==> config.mk <==
export PLATFORM = sky130hd
export DESIGN_NAME = wb_write_arbiter
export DESIGN_NICKNAME = d
export VERILOG_FILES = /design/src/rtl/wb_write_arbiter.sv
export SDC_FILE = /design/constraint.sdc
export NUM_CORES = 1
export LEC_CHECK = 0
export ABC_CLOCK_PERIOD_IN_PS = 1800
export BUFFER_PORTS_ARGS = -buffer_cell sky130_fd_sc_hd__buf_2
export CAP_MARGIN = 25
export CORE_AREA = 4 4 139 141
export CTS_BUF_LIST = sky130_fd_sc_hd__clkbuf_4 sky130_fd_sc_hd__clkbuf_8
export CTS_CLUSTER_DIAMETER = 80
export DETAILED_ROUTE_END_ITERATION = 8
export DIE_AREA = 0 0 143 145
export GPL_ROUTABILITY_DRIVEN = 0
export HOLD_SLACK_MARGIN = 0.15
export SYNTH_ARGS = -nofsm -noshare
export SYNTH_HDL_FRONTEND = slang
export SYNTH_SLANG_ARGS = --single-unit
==> constraint.sdc <==
create_clock -name clk -period 1.8 [get_ports clk]
set_input_delay 0.27 -clock clk [delete_from_list [all_inputs] [get_ports clk]]
set_output_delay 0.27 -clock clk [all_outputs]
set_load 0.005 [all_outputs]
==> src/rtl/wb_write_arbiter.sv <==
// Writeback arbiter for the register file's single write port.
// Merges single-cycle pipeline results with long-latency results held in a
// small FIFO, issues one registered write per cycle, and publishes a mask of
// destinations still waiting in the FIFO for the hazard logic.
module wb_write_arbiter #(
  parameter int XLEN         = 32,
  parameter int FIFO_DEPTH   = 2,
  parameter int STARVE_LIMIT = 4
) (
  input  logic                          clk,
  input  logic                          rst_n,
  input  logic                          pipe_we,
  input  logic [4:0]                    pipe_rd,
  input  logic [XLEN-1:0]               pipe_data,
  output logic                          pipe_stall,
  input  logic                          lu_valid,
  output logic                          lu_ready,
  input  logic [4:0]                    lu_rd,
  input  logic [XLEN-1:0]               lu_data,
  output logic                          rf_we,
  output logic [4:0]                    rf_rd,
  output logic [XLEN-1:0]               rf_wdata,
  output logic [31:0]                   pend_mask,
  output logic [$clog2(FIFO_DEPTH):0]   fifo_count
);

  localparam int AW = $clog2(FIFO_DEPTH);
  localparam int CW = AW + 1;
  localparam int SW = $clog2(STARVE_LIMIT + 1);
  localparam logic [SW-1:0] STARVE_MAX = SW'(STARVE_LIMIT);
  localparam logic [CW-1:0] DEPTH_C    = CW'(FIFO_DEPTH);

  logic [4:0]            rd_q   [FIFO_DEPTH];
  logic [XLEN-1:0]       data_q [FIFO_DEPTH];
  logic [FIFO_DEPTH-1:0] occ_q;
  logic [AW-1:0]         head_q;
  logic [AW-1:0]         tail_q;
  logic [CW-1:0]         count_q;
  logic [SW-1:0]         starve_q;

  logic fifo_nonempty;
  logic stall_win;
  logic pipe_valid;
  logic pipe_win;
  logic pop;
  logic push;

  // Arbitration decision for this cycle, all from registered FIFO state
  always_comb begin
    fifo_nonempty = (count_q != '0);
    stall_win     = fifo_nonempty && (starve_q >= STARVE_MAX);
    pipe_valid    = pipe_we && (pipe_rd != 5'd0);
    pipe_win      = !stall_win && pipe_valid;
    pop           = stall_win || (!pipe_valid && fifo_nonempty);
    lu_ready      = (count_q < DEPTH_C);
    push          = lu_valid && lu_ready && (lu_rd != 5'd0);
  end

  assign pipe_stall = stall_win;
  assign fifo_count = count_q;

  // FIFO storage, pointers and occupancy; x0 results are accepted but dropped
  always_ff @(posedge clk or negedge rst_n) begin
    if (!rst_n) begin
      for (int i = 0; i < FIFO_DEPTH; i++) begin
        rd_q[i]   <= '0;
        data_q[i] <= '0;
      end
      occ_q   <= '0;
      head_q  <= '0;
      tail_q  <= '0;
      count_q <= '0;
    end else begin
      if (push) begin
        rd_q[tail_q]   <= lu_rd;
        data_q[tail_q] <= lu_data;
        occ_q[tail_q]  <= 1'b1;
        tail_q         <= tail_q + 1'b1;
      end
      if (pop) begin
        occ_q[head_q] <= 1'b0;
        head_q        <= head_q + 1'b1;
      end
      case ({push, pop})
        2'b10:   count_q <= count_q + 1'b1;
        2'b01:   count_q <= count_q - 1'b1;
        default: count_q <= count_q;
      endcase
    end
  end

  // Starvation counter: counts cycles a waiting head loses to the pipeline
  always_ff @(posedge clk or negedge rst_n) begin
    if (!rst_n) begin
      starve_q <= '0;
    end else if (pop || !fifo_nonempty) begin
      starve_q <= '0;
    end else if (starve_q < STARVE_MAX) begin
      starve_q <= starve_q + 1'b1;
    end
  end

  // Registered write port: the winner of this cycle is written next cycle
  always_ff @(posedge clk or negedge rst_n) begin
    if (!rst_n) begin
      rf_we    <= 1'b0;
      rf_rd    <= '0;
      rf_wdata <= '0;
    end else if (pop) begin
      rf_we    <= 1'b1;
      rf_rd    <= rd_q[head_q];
      rf_wdata <= data_q[head_q];
    end else if (pipe_win) begin
      rf_we    <= 1'b1;
      rf_rd    <= pipe_rd;
      rf_wdata <= pipe_data;
    end else begin
      rf_we    <= 1'b0;
      rf_rd    <= '0;
      rf_wdata <= '0;
    end
  end

  // Pending-destination mask over every occupied FIFO slot
  always_comb begin
    pend_mask = '0;
    for (int i = 0; i < FIFO_DEPTH; i++) begin
      if (occ_q[i]) begin
        pend_mask = pend_mask | (32'd1 << rd_q[i]);
      end
    end
  end

endmodule
Yosys cells after proc, flatten, opt, wreduce, memory -nomap -nowiden
Cells that the tools add are included.

Memories kept: 0. Register bits: 121. Bits in latches: 0. Memory bits (writable): 0. Memory bits (read-only): 0.

Shift operators: 2. Reduce and logical (&&, ||, !) cells: 19. $mul: 0. Order comparisons: 10. Add/sub/neg operators: 5. Divide/modulo/power cells: 0. Equal/unequal tests: 2. Bitwise operators: 6. Mux-type cells: 29.

Operator list (number): two-way mux 32 bit (8); bitwise mux 64 bit (1); left shift 1 x 5 -> 32 bit (first input constant) (2); demux 32 bit (select 1 bit) (1); OR 32 bit (1); two-way mux 5 bit (6); bitwise mux 10 bit (1); nonzero test 5 bit (2); logical AND 1 bit (9); two-way mux 3 bit (2); nonzero test 2 bit (3); demux 5 bit (select 1 bit) (1); greater-or-equal comparator 2 bit (second input constant) (2); less-than comparator 1 x 2 -> 1 bit (second input constant) (2); two-way mux 1 bit (4); two-way mux 2 bit (2); inverter 1 -> 2 bit (2); case mux 2 bit (2 select lines) (1); adder 3 x 1 -> 3 bit (second input constant) (1); greater-or-equal comparator 3 bit (second input constant) (1); zero test 1 bit (3); less-than comparator 3 bit (second input constant) (1); adder 1 bit (second input constant) (2); adder 2 x 1 -> 2 bit (second input constant) (1); other kinds (11) (14).

Longest topological paths before layout
Gate-level depths: netlist of the first run.

Word-level depth: 8. Gate-level depth with buffers: 9. Gate-level depth less buffers: 8.

Worst setup path before layout of the first run
OpenSTA, ideal clock, no wires.

Path type: input port to flip-flop. Start point: input pipe_rd[1]. End point: register count_q[1] (netlist: fifo_count[1]). Buffers on the path: 1. Arrival: 1.859 ns. Data required time: 1.720 ns. Library setup time: 0.080 ns. Path slack: -0.139 ns. Stages: 8. Cell sequence: or3_1 > o31ai_2 > o21ai_1 > clkbuf_1 > inv_1 > ha_1 > nor2_1 > xnor2_1.

Longest elaborated chain between the ends: 7. Elaborated cells on any way between the ends: 9. Those cells by class: eq/ne (2); mux (1); reduce/logical (6).

Ends and longest elaborated chain: start, declared (line 13) `input logic [4:0] pipe_rd,`; nonzero test 5 bit (*) (line 52) `pipe_valid = pipe_we && (pipe_rd != 5'd0);`; logical AND 1 bit (*) (line 52); zero test 1 bit (*) (line 54) `pop = stall_win || (!pipe_valid && fifo_nonempty);`; logical AND 1 bit (*) (line 54); logical OR 1 bit (*) (line 54); equality test 2 x 1 -> 1 bit or equality test 2 bit (tied branches) (line 84) `case ({push, pop})`; case mux 2 bit (2 select lines) or nonzero test 2 bit (tied branches); end signal, assigned (line 85) `2'b10: count_q <= count_q + 1'b1;`; end signal, assigned (line 86) `2'b01: count_q <= count_q - 1'b1;`; end signal, assigned (line 87) `default: count_q <= count_q;`; end, declared (line 38) `logic [CW-1:0] count_q;`.

Every way passes the cells marked *; elsewhere a longest branch is shown, timed or not. A chain may end at the register's enable or synchronous reset.

Worst setup path after layout of the first run
Start point: register rd_q[2] (netlist bit). End point: output pend_mask[2].

Longest elaborated chain between the ends: 3.

Ends and longest elaborated chain: start, declared (line 33) `logic [4:0] rd_q [FIFO_DEPTH];`; start signal, assigned by index (line 75) `rd_q[tail_q] <= lu_rd;`; left shift 1 x 5 -> 32 bit (line 129) `pend_mask = pend_mask | (32'd1 << rd_q[i]);`; OR 32 bit (line 129); two-way mux 32 bit (line 128) `if (occ_q[i]) begin`; end, declared (line 23) `output logic [31:0] pend_mask,`.

No other way between the ends.

==> results.py, run 1 <==
metrics = {
    "sta": {
        "setup_viol": 28,
        "maxSlewViolCount": 0,
        "finClkSkew_ps": 11.6,
        "fmax_ghz": 0.478,
        "min_period_over_period_pct": 116,
        "setup_ws_ps": -293,
        "hold-worst-slack_ps": 205,
        "rsz0062_at_grt": "yes",
        "hold_viol": 0,
        "period_needed_ps": 2090,
        "worst-slew-pin-transition_ps": 514,
        "slew-limit-headroom_pct": 65.7,
    },
    "synth": {
        "syn-cell-area_sq_um": 5350,
        "synthTopCellsByArea": "dfrtp_1, mux2_2, mux2i_1, o2bb2ai_1, o22ai_1",
        "syn_area_per_cell_sq_um": 13.4,
        "synth_cell_type_count": 35,
        "ys_seq_area_share_pct": 56.6,
        "synth_warnings": 0,
        "synth-seq-cells": 121,
        "synth_edf_count": 0,
        "synthCells": 400,
        "ys.flop_type": "dfrtp_1",
        "synth_nets": 480,
        "synth_top_area_share_pct": 56.6,
        "synth_top_area_cell": "dfrtp_1",
        "ys_async_sr_fraction_pct": 100,
        "yosys-top-cells-count": "dfrtp_1, mux2_2, mux2i_1, o2bb2ai_1, o22ai_1",
        "yosysMostFrequentCell": "dfrtp_1",
    },
    "setup_path": {
        "cp-start-kind": "register",
        "cp_max_fo": 4,
        "crit_type": "register to output port",
        "arrival_ps": 1820,
        "critPathRequiredTime_ps": 1530,
        "cp-end-kind": "output port",
    },
    "power": {
        "fin_total_pwr_mw": 12.5,
        "power.density_nw_per_um2": 1550,
        "ir_drop_mv": 0.628,
        "p_leak_nw": 3.69,
    },
    "floorplanning": {
        "die_area_sq_um": 20700,
        "io_pins": 152,
        "coreArea_sq_um": 18000,
        "initial_core_util_pct": 29.8,
        "die_y_um": 145,
        "dieWidth_um": 143,
        "rows": 49,
    },
    "placement": {
        "dpl.hpwl_um": 9900,
        "portBuffers": 151,
        "place_area_sq_um": 6530,
    },
    "cts": {
        "h-tree-depth": 4,
        "clockBufferDepth": 2,
        "numCtsBuffers": 17,
        "cts_tree": "yes",
        "cts-root-buf": "clkbuf_8",
        "clock-sinks": 121,
        "insertion_delay_ps": 430,
        "path_clk_slew_ps": 70,
    },
    "detailed_routing": {
        "drc_errors": 0,
        "post_drt_wl_per_cell_um": 17.0,
        "first_pass_iters": 5,
        "wl_um": 15200,
        "vias_per_cell": 4.86,
        "dr_total_vias": 4338,
        "drtIter0Drc": 150,
        "detail-route-antenna-nets": 0,
    },
    "job": {
        "drv_cap": 0,
    },
    "cells_and_area": {
        "nets": 733,
        "drive_above_1_share_pct": 51.8,
        "antennaDiodeCount": 0,
        "syn2layout_area_growth_pct": 50.0,
        "design_area_sq_um": 8030,
    },
    "global_route": {
        "grt_antenna_before_repair": 0,
        "grt_use_total_pct": 14.7,
        "grt_max_degree": 57,
        "grt_pass1_wl_um": 24300,
        "gr-total-overflow": 0,
        "grt_pass1_vias": 4712,
    },
    "outcome": {
        "violations": "setup timing",
        "status": "complete, but fails checks",
    },
    "worst_hold_path": {
        "hold_path.class": "input port to register",
    },
}
## per-stage QoR
step | TNS [ps] | setup slack, ps | std cells | utilization [%]
6_report | -2770 | -293 | 893 | 44.7
5_1_grt | -5990 | -394 | 893 | 44.7
4_1_cts | -3410 | -347 | 884 | 43.6
3_5_place_dp | -11520 | -240 | 776 | 36.3
3_3_place_gp | -11510 | -229 | 776 | 36.3
2_1_floorplan | -13.2 | -13.2 | 400 | -
## sequential cells by signal, summed over array words and instances (netlist names)
name,count
rf_wdata,32
head_q,1
tail_q,1
occ_q,2
data_q,64
rf_rd,5
fifo_count,2
rf_we,1
starve_q,3
rd_q,10
## cell families (layout without fill, tap and decap cells)
| logic type | Yosys count | count (layout) | synth area share [%] |
|---|---|---|---|
| multiplexers | 111 | 111 | 22.5 |
| adder cells (fa/ha/maj) | 2 | 2 | 0.468 |
| AO/OA/AOI/OAI | 76 | 76 | 11.1 |
| flip-flops | 121 | 121 | 56.6 |
| AND/OR/NAND/NOR | 54 | 54 | 5.42 |
| XOR/XNOR | 4 | 4 | 0.655 |
| buffers and inverters | 32 | 296 | 3.27 |
## worst max-delay path, stage by stage, from the launching register on
cell,delay (ps)
dfrtp_1,390
or2_4,260
or3_4,370
buf_4,160
o22ai_2,90
buf_2,140
## metal layers
| layer | vias to the layer above | GRT usage [%] | share of wire, % |
|---|---|---|---|
| li1 | 2006 | - | - |
| met1 | 2133 | 17.2 | 40 |
| met2 | 171 | 25.9 | 52 |
| met3 | 28 | 4.28 | 6.2 |
| met4 | 0 | 4.71 | 1.7 |
| met5 | - | 0 | 0 |
## worst paths after layout
| check | to | depth (start not counted) | startpoint | slack, ps |
|---|---|---|---|---|
| max in group asynchronous | rd_q[8]$_DFFE_PN0P_ | 3 | rst_n | 980 |
| setup / recovery | pend_mask[2] | 5 | rd_q[2]$_DFFE_PN0P_ | -290 |
| min in group asynchronous | rf_wdata[15]$_DFF_PN0_ | 2 | rst_n | 230 |
| hold reg to reg | starve_q[0]$_DFFE_PN0P_ | 1 | starve_q[0]$_DFFE_PN0P_ | 450 |
| setup reg to reg | data_q[48]$_DFFE_PN0P_ | 5 | fifo_count[1]$_DFFE_PN0P_ | 100 |
| hold / removal | rd_q[9]$_DFFE_PN0P_ | 3 | lu_rd[4] | 200 |
## where the power goes
| group | internal (mW) | switching (mW) | leakage, nW |
|---|---|---|---|
| sequential | 4.00 | 0.774 | 1.45 |
| combinational | 2.73 | 2.35 | 2.03 |
| clock | 1.59 | 1.03 | 0.218 |
## final cells by class
cell class	instances	area, sq um
flip-flops and latches	121	3040
fillers	1642	9940
repair buffers	261	1850
inverters	5	18.8
clock inverters	9	148
well taps	229	287
clock buffers	21	277
multi-input cells	247	2400
## repair_timing
| item | in CTS | in global routing |
|---|---|---|
| hold buffers | 73 | 0 |
| hold endpoints to repair | 228 | 0 |
| gates cloned | 0 | 0 |
| buffers inserted | 5 | 9 |
| setup endpoints to repair | 32 | 32 |
| resized for setup | 27 | 25 |
| pin swaps | 8 | 11 |
## cell usage in the layout (no fill, tap or decap), types with 2 or more instances in the layout
cell type,instances
clkbuf_8,19
mux2i_1,37
or3_4,3
nand4b_1,2
nand2_1,9
nand3_2,3
and3_1,2
buf_6,3
xnor2_1,4
or2_4,3
dfrtp_1,112
mux2_2,74
o22ai_1,15
buf_12,6
buf_4,29
buf_2,150
nand4_1,2
dfrtp_2,9
inv_1,5
nand3_1,2
o2bb2ai_1,37
nor2_4,2
clkinv_2,4
nor2_1,6
clkbuf_4,2
bufinv_16,4
ha_1,2
nand2_2,2
nand2b_4,3
o32ai_2,4
nor2b_4,2
nand3_4,2
dlygate4sd3_1,73
nand2b_1,5
o22ai_2,13
No activity file was read; power rests on OpenSTA's default activity.
==> run 2, diff against run 1 <==
- CELL_PAD_IN_SITES_DETAIL_PLACEMENT: unset -> 1
- CELL_PAD_IN_SITES_GLOBAL_PLACEMENT: unset -> 1
- PLACE_DENSITY_LB_ADDON: unset -> 0.1
==> run 2 against run 1 <==
The run still ends with setup timing left. Critical path type unchanged. Cell area up 2.7%. Flip-flop and latch count unchanged. Worst setup slack worse by 18 ps. Global-route usage up 1.4 points.
==> results.py, run 2 (synthesized netlist as in run 1, its figures left out) <==
metrics = {
    "floorplanning": {
        "initial_core_util_pct": 29.8,
        "die_y_um": 145,
        "dieWidth_um": 143,
        "io_pins": 152,
        "die_area_sq_um": 20700,
        "coreArea_sq_um": 18000,
        "rows": 49,
    },
    "detailed_routing": {
        "drtIter0Drc": 124,
        "detail-route-antenna-nets": 0,
        "dr_total_vias": 4412,
        "post_drt_wl_per_cell_um": 18.1,
        "first_pass_iters": 4,
        "wl_um": 16600,
        "drc_errors": 0,
        "vias_per_cell": 4.83,
    },
    "cts": {
        "cts_tree": "yes",
        "insertion_delay_ps": 430,
        "numCtsBuffers": 17,
        "path_clk_slew_ps": 60,
        "clockBufferDepth": 2,
        "cts-root-buf": "clkbuf_8",
        "h-tree-depth": 4,
        "clock-sinks": 121,
    },
    "sta": {
        "slew-limit-headroom_pct": 67.0,
        "rsz0062_at_grt": "yes",
        "setup_viol": 31,
        "setup_ws_ps": -311,
        "fmax_ghz": 0.474,
        "hold-worst-slack_ps": 216,
        "min_period_over_period_pct": 117,
        "worst-slew-pin-transition_ps": 495,
        "hold_viol": 0,
        "period_needed_ps": 2110,
        "setup-tns-final_ps": -4200,
        "finClkSkew_ps": 10.5,
        "maxSlewViolCount": 0,
    },
    "placement": {
        "pre_cts_ws_ps": -287,
        "place_area_sq_um": 6610,
        "dpl.hpwl_um": 11100,
        "portBuffers": 151,
        "dp_cells": 784,
    },
    "global_route": {
        "grt_pass1_wl_um": 26500,
        "grt_antenna_before_repair": 0,
        "grt_use_total_pct": 16.2,
        "grt_max_degree": 40,
        "grt_pass1_vias": 4936,
        "gr-total-overflow": 0,
    },
    "setup_path": {
        "cp-start-kind": "register",
        "cp_slowest_cell": "dfrtp_1",
        "cp-end-kind": "output port",
        "crit_type": "register to output port",
        "path_cells": "or2_4 > or3_4 > buf_4 > o22ai_2 > buf_2",
        "rr_startpoint": "fifo_count[1]$_DFFE_PN0P_",
        "slowest_delay_ps": 420,
        "r2r_end": "data_q[52]$_DFFE_PN0P_",
        "arrival_ps": 1840,
        "cp_max_fo": 4,
        "rrSetupSlack_ps": 160,
        "reg2reg_depth": 5,
        "critPathRequiredTime_ps": 1530,
    },
    "power": {
        "ir_drop_mv": 0.533,
        "power.density_nw_per_um2": 1530,
        "p_leak_nw": 3.81,
        "netSwitchingFraction_pct": 34.5,
        "p_int_mw": 8.28,
        "power.switching_mw": 4.37,
        "clock_power_share_pct": 18.0,
        "fin_total_pwr_mw": 12.6,
        "seqPwrFrac_pct": 37.6,
        "pwr-share-comb_pct": 44.4,
    },
    "cells_and_area": {
        "design_area_sq_um": 8240,
        "fin_cells": 913,
        "utilization_pct": 45.9,
        "reg_top3": "data_q: 64 flops, rf_wdata: 32 flops, rd_q: 10 flops",
        "most-common-layout-cells": "buf_2, dfrtp_1, mux2_2, dlygate4sd3_1, buf_4",
        "antennaDiodeCount": 0,
        "largest_reg_flops": 64,
        "mostFrequentLayoutCell": "buf_2",
        "largest-register": "data_q",
        "nets": 754,
        "drive_above_1_share_pct": 54.8,
        "syn2layout_area_growth_pct": 54.0,
    },
    "worst_hold_path": {
        "hold_path.class": "input port to register",
        "min_to": "rd_q[2]$_DFFE_PN0P_",
        "min_path_cells": 3,
        "min-delay-start": "lu_rd[2]",
    },
    "job": {
        "drv_cap": 0,
    },
    "outcome": {
        "status": "complete, but fails checks",
        "violations": "setup timing",
    },
}
run 2: cell types whose count changed in the layout (fill, tap and decap cells not counted), sizes merged:
| cell | change |
|---|---|
| clkbuf | -1 |
| clkinv | +2 |
| clkinvlp | +1 |
| bufinv | -2 |
| buf | +20 |
run 2: worst max path at each step:
stage,to,from,slack (ps)
6_report,pend_mask[2],rd_q[4]$_DFFE_PN0P_,-310
4_1_cts,pend_mask[0],rd_q[4]$_DFFE_PN0P_,-310
3_3_place_gp,data_q[13]$_DFFE_PN0P_,lu_rd[0],-260
5_1_grt,pend_mask[0],rd_q[4]$_DFFE_PN0P_,-390
2_1_floorplan,fifo_count[1]$_DFFE_PN0P_,pipe_rd[1],-10
3_5_place_dp,data_q[19]$_DFFE_PN0P_,lu_rd[0],-290
run 2: critical path, delay by kind of cell (launching register included):
family                 cells  cell delay, ps
AOI/OAI and AO/OA          1              90
and+or+nand+nor            2             610
DFF                        1             420
buffers and inverters      2             300
run 2: area by class of cell:
class,instances,area (sq um)
fill,1928,9720
clock buffer,19,255
timing repair buffer,282,2060
clock inverter,10,105
sequential,121,3040
multi-input combinational,247,2480
inverter,5,18.8
tap,229,287
run 2: what timing repair did:
action,4_1_cts,5_1_grt
buffers inserted,13,15
hold endpoints to repair,162,0
setup endpoints to repair,32,33
pin swaps,5,20
resized for setup,40,29
hold buffers,73,0
run 2: power groups by stage:
| stage | Combinational [mW] | Clock [mW] | Sequential [mW] |
|---|---|---|---|
| 6_report | 5.61 | 2.28 | 4.75 |
| 5_1_grt | 6.11 | 2.50 | 4.92 |
| 4_1_cts | 5.13 | 2.37 | 4.80 |
| 3_5_place_dp | 4.51 | 0 | 4.80 |
| 3_3_place_gp | 4.40 | 0 | 4.73 |
| 2_1_floorplan | 2.94 | 0 | 4.57 |
run 2: per-layer routing:
metal | vias up | global-route usage, % | wire length [um]
met1 | 2245 | 19.2 | 6750
met4 | 0 | 4.56 | 168
met3 | 16 | 4.18 | 858
met5 | - | 0 | 0
met2 | 103 | 28.6 | 8780
li1 | 2048 | - | -
